`src/rtl/mem_pkg.sv`:
```
// Shared definitions for the MEM-stage load/store unit: RV32I funct3 codes,
// FSM states and the default bus timeout.
package mem_pkg;

  localparam logic [2:0] F3_B  = 3'b000;
  localparam logic [2:0] F3_H  = 3'b001;
  localparam logic [2:0] F3_W  = 3'b010;
  localparam logic [2:0] F3_BU = 3'b100;
  localparam logic [2:0] F3_HU = 3'b101;

  typedef enum logic [1:0] {
    IDLE = 2'd0,
    BUSY = 2'd1,
    DONE = 2'd2
  } state_e;

  localparam int DEFAULT_TIMEOUT_CYCLES = 16;

endpackage

```
`src/rtl/mem_access_unit_if.sv`:
```
// Data-bus bundle between the load/store unit (master) and memory (slave).
interface mem_access_unit_if;

  logic        bus_req;
  logic        bus_we;
  logic [31:0] Addr_out;
  logic [31:0] Data_out;
  logic [3:0]  wea;
  logic [31:0] Data_in;
  logic        bus_ack;

  modport master (
    output bus_req, bus_we, Addr_out, Data_out, wea,
    input  Data_in, bus_ack
  );

  modport slave (
    input  bus_req, bus_we, Addr_out, Data_out, wea,
    output Data_in, bus_ack
  );

endinterface

```
`src/rtl/lsu_align.sv`:
```
// Combinational byte-lane logic: access legality, store steering/byte enables,
// and load extraction with sign/zero extension.
module lsu_align
  import mem_pkg::*;
(
  input  logic        st_i,
  input  logic [2:0]  funct3_i,
  input  logic [1:0]  off_i,
  input  logic [31:0] rs2_i,
  output logic        legal_o,
  output logic [31:0] wdata_o,
  output logic [3:0]  wea_o,
  input  logic [2:0]  ld_funct3_i,
  input  logic [1:0]  ld_off_i,
  input  logic [31:0] rdata_i,
  output logic [31:0] ldata_o
);

  logic [7:0]  ld_byte;
  logic [15:0] ld_half;

  assign ld_byte = rdata_i[{ld_off_i, 3'b000} +: 8];
  assign ld_half = rdata_i[{ld_off_i[1], 4'b0000} +: 16];

  // NOTE: every output gets a default before the case so no path leaves it
  // unassigned; otherwise synthesis infers a latch.
  always_comb begin
    legal_o = 1'b0;
    unique case (funct3_i)
      F3_B:    legal_o = 1'b1;
      F3_BU:   legal_o = !st_i;
      F3_H:    legal_o = !off_i[0];
      F3_HU:   legal_o = !st_i && !off_i[0];
      F3_W:    legal_o = (off_i == 2'b00);
      default: legal_o = 1'b0;
    endcase
  end

  always_comb begin
    wdata_o = '0;
    wea_o   = '0;
    if (st_i) begin
      unique case (funct3_i)
        F3_B: begin
          wdata_o = {4{rs2_i[7:0]}};
          wea_o   = 4'b0001 << off_i;
        end
        F3_H: begin
          wdata_o = {2{rs2_i[15:0]}};
          wea_o   = 4'b0011 << {off_i[1], 1'b0};
        end
        F3_W: begin
          wdata_o = rs2_i;
          wea_o   = 4'b1111;
        end
        default: ;
      endcase
    end
  end

  always_comb begin
    ldata_o = '0;
    unique case (ld_funct3_i)
      F3_B:    ldata_o = {{24{ld_byte[7]}}, ld_byte};
      F3_BU:   ldata_o = {24'h0, ld_byte};
      F3_H:    ldata_o = {{16{ld_half[15]}}, ld_half};
      F3_HU:   ldata_o = {16'h0, ld_half};
      F3_W:    ldata_o = rdata_i;
      default: ldata_o = '0;
    endcase
  end

endmodule

```
`src/rtl/mem_access_unit.sv`:
```
// MEM-stage load/store unit: req/ack bus FSM with pipeline stall and error pulse.
// Optional bus timeout enabled by defining MEM_TIMEOUT_EN.
module mem_access_unit
  import mem_pkg::*;
#(
  parameter int TIMEOUT_CYCLES = DEFAULT_TIMEOUT_CYCLES
) (
  input  logic                      clk,
  input  logic                      rst,
  input  logic                      mem_valid_MEM,
  input  logic                      MemRW_MEM,
  input  logic [2:0]                funct3_MEM,
  input  logic [31:0]               ALUO_MEM,
  input  logic [31:0]               Dataout_MEM,
  mem_access_unit_if.master         bus,
  output logic [31:0]               Datai,
  output logic                      mem_stall,
  output logic                      mem_err
);

  state_e      state_q, state_d;
  logic [31:0] addr_q, addr_d;
  logic [31:0] wdata_q, wdata_d;
  logic [3:0]  wea_q, wea_d;
  logic        we_q, we_d;
  logic [2:0]  f3_q, f3_d;
  logic [1:0]  off_q, off_d;
  logic [31:0] datai_q, datai_d;
  logic        err_q, err_d;

  logic        legal;
  logic [31:0] st_wdata;
  logic [3:0]  st_wea;
  logic [31:0] ld_data;

`ifdef MEM_TIMEOUT_EN
  localparam int CNT_W = $clog2(TIMEOUT_CYCLES) + 1;
  logic [CNT_W-1:0] cnt_q, cnt_d;
  logic             timeout;
  assign timeout = (cnt_q == CNT_W'(TIMEOUT_CYCLES - 1));
`endif

  lsu_align u_align (
    .st_i        (MemRW_MEM),
    .funct3_i    (funct3_MEM),
    .off_i       (ALUO_MEM[1:0]),
    .rs2_i       (Dataout_MEM),
    .legal_o     (legal),
    .wdata_o     (st_wdata),
    .wea_o       (st_wea),
    .ld_funct3_i (f3_q),
    .ld_off_i    (off_q),
    .rdata_i     (bus.Data_in),
    .ldata_o     (ld_data)
  );

  always_comb begin
    state_d   = state_q;
    addr_d    = addr_q;
    wdata_d   = wdata_q;
    wea_d     = wea_q;
    we_d      = we_q;
    f3_d      = f3_q;
    off_d     = off_q;
    datai_d   = datai_q;
    err_d     = err_q;
    mem_stall = 1'b0;
`ifdef MEM_TIMEOUT_EN
    cnt_d     = cnt_q;
`endif

    unique case (state_q)
      IDLE: begin
        mem_stall = mem_valid_MEM;
        if (mem_valid_MEM) begin
          if (legal) begin
            addr_d  = {ALUO_MEM[31:2], 2'b00};
            wdata_d = st_wdata;
            wea_d   = st_wea;
            we_d    = MemRW_MEM;
            f3_d    = funct3_MEM;
            off_d   = ALUO_MEM[1:0];
            err_d   = 1'b0;
            state_d = BUSY;
`ifdef MEM_TIMEOUT_EN
            cnt_d   = '0;
`endif
          end else begin
            err_d   = 1'b1;
            datai_d = '0;
            state_d = DONE;
          end
        end
      end
      BUSY: begin
        mem_stall = 1'b1;
        if (bus.bus_ack) begin
          datai_d = we_q ? 32'h0 : ld_data;
          err_d   = 1'b0;
          state_d = DONE;
        end
`ifdef MEM_TIMEOUT_EN
        // An ack in the timeout cycle takes priority and completes normally.
        else if (timeout) begin
          datai_d = '0;
          err_d   = 1'b1;
          state_d = DONE;
        end else begin
          cnt_d = cnt_q + 1'b1;
        end
`endif
      end
      DONE: begin
        // A still-high mem_valid_MEM here is the same instruction; never re-issue.
        state_d = IDLE;
      end
      default: state_d = IDLE;
    endcase
  end

  // NOTE: state registers use non-blocking assignments so every flop samples
  // the pre-edge values regardless of statement order.
  always_ff @(posedge clk) begin
    if (rst) begin
      state_q <= IDLE;
      addr_q  <= '0;
      wdata_q <= '0;
      wea_q   <= '0;
      we_q    <= 1'b0;
      f3_q    <= '0;
      off_q   <= '0;
      datai_q <= '0;
      err_q   <= 1'b0;
`ifdef MEM_TIMEOUT_EN
      cnt_q   <= '0;
`endif
    end else begin
      state_q <= state_d;
      addr_q  <= addr_d;
      wdata_q <= wdata_d;
      wea_q   <= wea_d;
      we_q    <= we_d;
      f3_q    <= f3_d;
      off_q   <= off_d;
      datai_q <= datai_d;
      err_q   <= err_d;
`ifdef MEM_TIMEOUT_EN
      cnt_q   <= cnt_d;
`endif
    end
  end

  assign bus.bus_req  = (state_q == BUSY);
  assign bus.bus_we   = we_q;
  assign bus.Addr_out = addr_q;
  assign bus.Data_out = wdata_q;
  assign bus.wea      = wea_q;
  assign Datai        = datai_q;
  assign mem_err      = (state_q == DONE) && err_q;

endmodule

```
`src/flat_wrapper.sv`:
```
// flat-port wrapper written by rule: the top's interface ports become plain ports
module mem_access_unit_flat import mem_pkg::*;
#(
  parameter int TIMEOUT_CYCLES = DEFAULT_TIMEOUT_CYCLES
)
  (clk, rst, mem_valid_MEM, MemRW_MEM, funct3_MEM, ALUO_MEM, Dataout_MEM, Datai, mem_stall, mem_err, bus_bus_req, bus_bus_we, bus_Addr_out, bus_Data_out, bus_wea, bus_Data_in, bus_bus_ack);
  mem_access_unit_if bus_i ();
  input  logic clk;
  input  logic rst;
  input  logic mem_valid_MEM;
  input  logic MemRW_MEM;
  input  logic [2:0] funct3_MEM;
  input  logic [31:0] ALUO_MEM;
  input  logic [31:0] Dataout_MEM;
  output logic [31:0] Datai;
  output logic mem_stall;
  output logic mem_err;
  output wire logic [$bits(bus_i.bus_req)-1:0] bus_bus_req;
  output wire logic [$bits(bus_i.bus_we)-1:0] bus_bus_we;
  output wire logic [$bits(bus_i.Addr_out)-1:0] bus_Addr_out;
  output wire logic [$bits(bus_i.Data_out)-1:0] bus_Data_out;
  output wire logic [$bits(bus_i.wea)-1:0] bus_wea;
  input wire logic [$bits(bus_i.Data_in)-1:0] bus_Data_in;
  input wire logic [$bits(bus_i.bus_ack)-1:0] bus_bus_ack;
  assign bus_bus_req = bus_i.bus_req;
  assign bus_bus_we = bus_i.bus_we;
  assign bus_Addr_out = bus_i.Addr_out;
  assign bus_Data_out = bus_i.Data_out;
  assign bus_wea = bus_i.wea;
  assign bus_i.Data_in = bus_Data_in;
  assign bus_i.bus_ack = bus_bus_ack;
  mem_access_unit #(.TIMEOUT_CYCLES(TIMEOUT_CYCLES)) u_core (.clk(clk), .rst(rst), .mem_valid_MEM(mem_valid_MEM), .MemRW_MEM(MemRW_MEM), .funct3_MEM(funct3_MEM), .ALUO_MEM(ALUO_MEM), .Dataout_MEM(Dataout_MEM), .bus(bus_i), .Datai(Datai), .mem_stall(mem_stall), .mem_err(mem_err));
endmodule
```
`config.mk`:
```
export PLATFORM = sky130hd
export DESIGN_NAME = mem_access_unit_flat
export DESIGN_NICKNAME = d
export VERILOG_FILES = /design/src/rtl/mem_pkg.sv /design/src/rtl/mem_access_unit_if.sv /design/src/rtl/lsu_align.sv /design/src/rtl/mem_access_unit.sv /design/src/flat_wrapper.sv
export SDC_FILE = /design/constraint.sdc
export NUM_CORES = 1
export LEC_CHECK = 0
export ABC_AREA = 1
export CAP_MARGIN = 0
export CORE_UTILIZATION = 47
export DETAILED_ROUTE_END_ITERATION = 10
export PLACE_DENSITY = 0.85
export SYNTH_ARGS = -nofsm -noshare
export SYNTH_HDL_FRONTEND = slang
export SYNTH_SLANG_ARGS = --single-unit
```
`constraint.sdc`:
```
create_clock -name clk -period 2.5 [get_ports clk]
set_input_delay 0.5 -clock clk [delete_from_list [all_inputs] [get_ports clk]]
set_output_delay 0.5 -clock clk [all_outputs]
set_load 0.005 [all_outputs]
```
==> summary.txt <==
Routing
  • Met2 routed WL: 6876 µm
  • Final ANT Viol Nets: 0
  • # DRC: 0
  • Vias per cell: 4.995
  • Post-Route WL: between 15,000 and 20,000 µm
  • Initial drt markers: between 300 and 400
  • Max layer used: met4
  • M1 wire length: 6764 µm
  • DRT Pass-1 Iters: 4
  • Routed len/inst: 13.52 µm
  • Routed met3 length: 1415 µm
  • Via Count: approximately 5,700

Synth
  • Ys Warns: 0
  • Post-Synth Adder-Cell Area: 0%
  • Largest family of logic cells by synthesized area: simple AND/OR/NAND/NOR gates
  • Compound-Gate Fraction of Synth Area: between 10 and 15%
  • Main synth FF type: dfxtp_1
  • Largest area contributor in the netlist: dfxtp_1
  • Top-area cell type share of the netlist area: 41.35%
  • Post-synthesis simple-gate area fraction: 37.42%
  • #FFs+latches synth: 107
  • Mux contribution to synthesized area: 0%
  • Synth area leaders: dfxtp_1, nand2_1, nor2_1
  • Synthesized area per cell: 6.356 µm²
  • Sequential area share after synthesis: just over 40%
  • Post-synth ARST share: 0%
  • Synth Instances: 815
  • Syn Std Cell Area: 0.005180 mm²
  • Yosys cell types: 27
  • Synth Area in XOR/XNOR: 0%
  • Top cells by count, synth: nand2_1, nor2_1, dfxtp_1
  • Count leader, synth: nand2_1
  • EDFF count, synth: 0

Floorplanning
  • Height of the die: 107.0 µm
  • I/O Pins: between 200 and 250
  • FP Rows: 37
  • Die width: 107.0 µm
  • Core Area: 0.01051 mm²
  • Die area: about 0.011 mm²
  • Initial Utilization: 49.29%

Clock tree
  • Num CTS Buffers: 9
  • CTS tree: built
  • Hold Buf Count CTS: 0
  • H-tree depth: 3
  • Root buf cell: clkbuf_8
  • CTS resizes: 0
  • Clock tree buffer depth: 2
  • Clk_lat worst skew: 380 ps
  • Setup bufs post-CTS: 0
  • Clock-pin slew on the worst setup and hold paths: 100 ps
  • Clock tree sinks: 107

Global routing
  • First-pass GRT wire length: approximately 25,000 µm
  • Number of global-route vias before repair: 5,110
  • Initial antenna violation count: 0
  • GRT Residual Overflow: 0
  • Pin count of the biggest net entering global routing: 40
  • Global-route usage over all layers: a little over a quarter

Power and ir drop
  • Max IR drop VDD: 0.0003075 V
  • Power Dens Cells: 507.6 mW/mm²
  • Pleak: 0.003063 µW

Worst setup path
  • Critical path arrival: between 1500 and 2000 ps
  • Critical path's slowest cell: clkdlybuf4s50_1
  • WP buf/inv: 2
  • CP Capture Type: output pin
  • CP cell instances: clkdlybuf4s50_1, nand2_1, nand2_1, clkdlybuf4s50_1
  • Crit-path max FO: 4
  • Worst path max stage delay: 530 ps
  • Top delay family on crit path: buffers and inverters
  • Critical path class: input pin to output pin
  • Crit path required time: 2000 ps
  • Critical path startpoint category: input pin

STA
  • Rel. slew slack: 59.28%
  • Fin crit share: 87.34%
  • Fmax achieved: 458.0 MHz
  • Minimum clock period: 2184 ps
  • Least-Margin Pin Slew: 610.8 ps
  • Final Skew: roughly 16 ps
  • Pins Over Slew Limit: 0
  • Final-report setup violation count: 0
  • Setup_tns: 0 ps
  • Final setup margin: approximately 320 ps
  • Unrepaired setup endpoints after global routing: no
  • Endpoints failing hold: 0

Worst hold path
  • Hold crit path type: flip-flop to flip-flop

Finish
  • Area grow syn2layout: 45.14%
  • # diodes: 0
  • Layout cells sized above 1: 4.577%
  • Fill count: 916
  • Nets: 1,104

Place
  • Final GP Congestion: 0.8986
  • Pre-CTS WS: 235.2 ps
  • Post-DP HPWL: 11,420 µm
  • IO buf count: ~210

Run status
  • Outcome: finished clean

Run
  • Max_cap viols: 0
## worst register-to-register path: stages, from the launching register on
cell	delay, ps
dfxtp_1	310
buf_4	190
inv_1	340
nand2_1	160
nand3_1	100
nand2_1	70
nand2_1	60
buf_4	260
nand2_1	90
nand2_1	60
nand2_1	50
nand2_1	50
nor2_1	40
## final cells by class
cell class | count | area (µm²) | share of cell area, %
Inverter | 55 | 206.4 | 2.746
Multi-Input combinational cell | 608 | 2600 | 34.58
Timing Repair Buffer | 219 | 2207 | 29.36
Clock inverter | 5 | 61.31 | 0.8154
Clock buffer | 11 | 131.4 | 1.747
Tap cell | 136 | 170.2 | 2.263
Sequential cell | 107 | 2142 | 28.49
## report_power, final
part           internal, µW  switching (µW)
logic                   448             458
registers              1790            47.7
clock network           468             607
total                  2700            1110
## logic make-up (layout without fill, tap and decap cells)
group                  Yosys count  in the layout
flip-flops                     107            107
AO/OA/AOI/OAI                  123            123
AND/OR/NAND/NOR                483            483
buffers and inverters          101            290
other                            1              2
## flip-flops by register name, indices dropped and copies added (netlist names)
register / count
u_core.Datai: 32
u_core.bus.Addr_out: 30
u_core.bus.Data_out: 32
u_core.bus.bus_we: 1
u_core.bus.wea: 4
u_core.err_q: 1
u_core.f3_q: 3
u_core.off_q: 2
u_core.state_q: 2
## path summary, 6_finish.rpt
kind / cells past startpoint / startpoint / slack, ps / end
min reg2reg: 2 / u_core.bus.Data_out[16] / 470 / u_core.bus.Data_out[16]
min: 2 / u_core.bus.Data_out[16] / 470 / u_core.bus.Data_out[16]
max reg2reg: 12 / u_core.off_q[1] / 620 / u_core.Datai[23]
max: 4 / mem_valid_MEM / 320 / mem_stall
## per-layer routing
metal / track usage, % / up-vias
li1: - / 2907
met1: 34.52 / 2536
met2: 43.32 / 228
met3: 7.538 / 28
met4: 10.08 / 0
met5: 0 / -
## metrics by stage
step           total power (µW)  cell area (µm²)  cells  hold WS (ps)  util [%]
2_1_floorplan              2336             5184    816         460.0         -
3_3_place_gp               2765             7326   1125         451.5     69.71
3_5_place_dp               2774             7326   1125         455.0     69.71
4_1_cts                    3835             7518   1141         469.3     71.54
5_1_grt                    4016             7518   1141         491.2     71.54
6_report                   3816             7518   1141         468.6     71.54
## cells in the final DEF, fill, tap and decap left out
| master | n |
|---|---|
| bufinv_16 | 1 |
| clkbuf_8 | 9 |
| o211ai_1 | 7 |
| nor3_1 | 3 |
| conb_1 | 2 |
| clkinvlp_4 | 3 |
| nor3_2 | 1 |
| a211oi_1 | 1 |
| clkdlybuf4s50_1 | 205 |
| nand3_2 | 1 |
| nand3b_1 | 1 |
| nor2_8 | 1 |
| o21a_1 | 2 |
| buf_12 | 4 |
| inv_6 | 1 |
| a21oi_1 | 46 |
| buf_4 | 10 |
| nor2_4 | 2 |
| dfxtp_1 | 107 |
| inv_2 | 6 |
| nor2_2 | 3 |
| nand2_2 | 2 |
| o21ai_0 | 41 |
| nand2_1 | 283 |
| o21ai_1 | 25 |
| nand2_4 | 1 |
| clkbuf_1 | 2 |
| inv_1 | 49 |
| nor2_1 | 140 |
| nand3_1 | 45 |
| a21oi_4 | 1 |
Note: power is estimated with default switching activity, not from simulation.
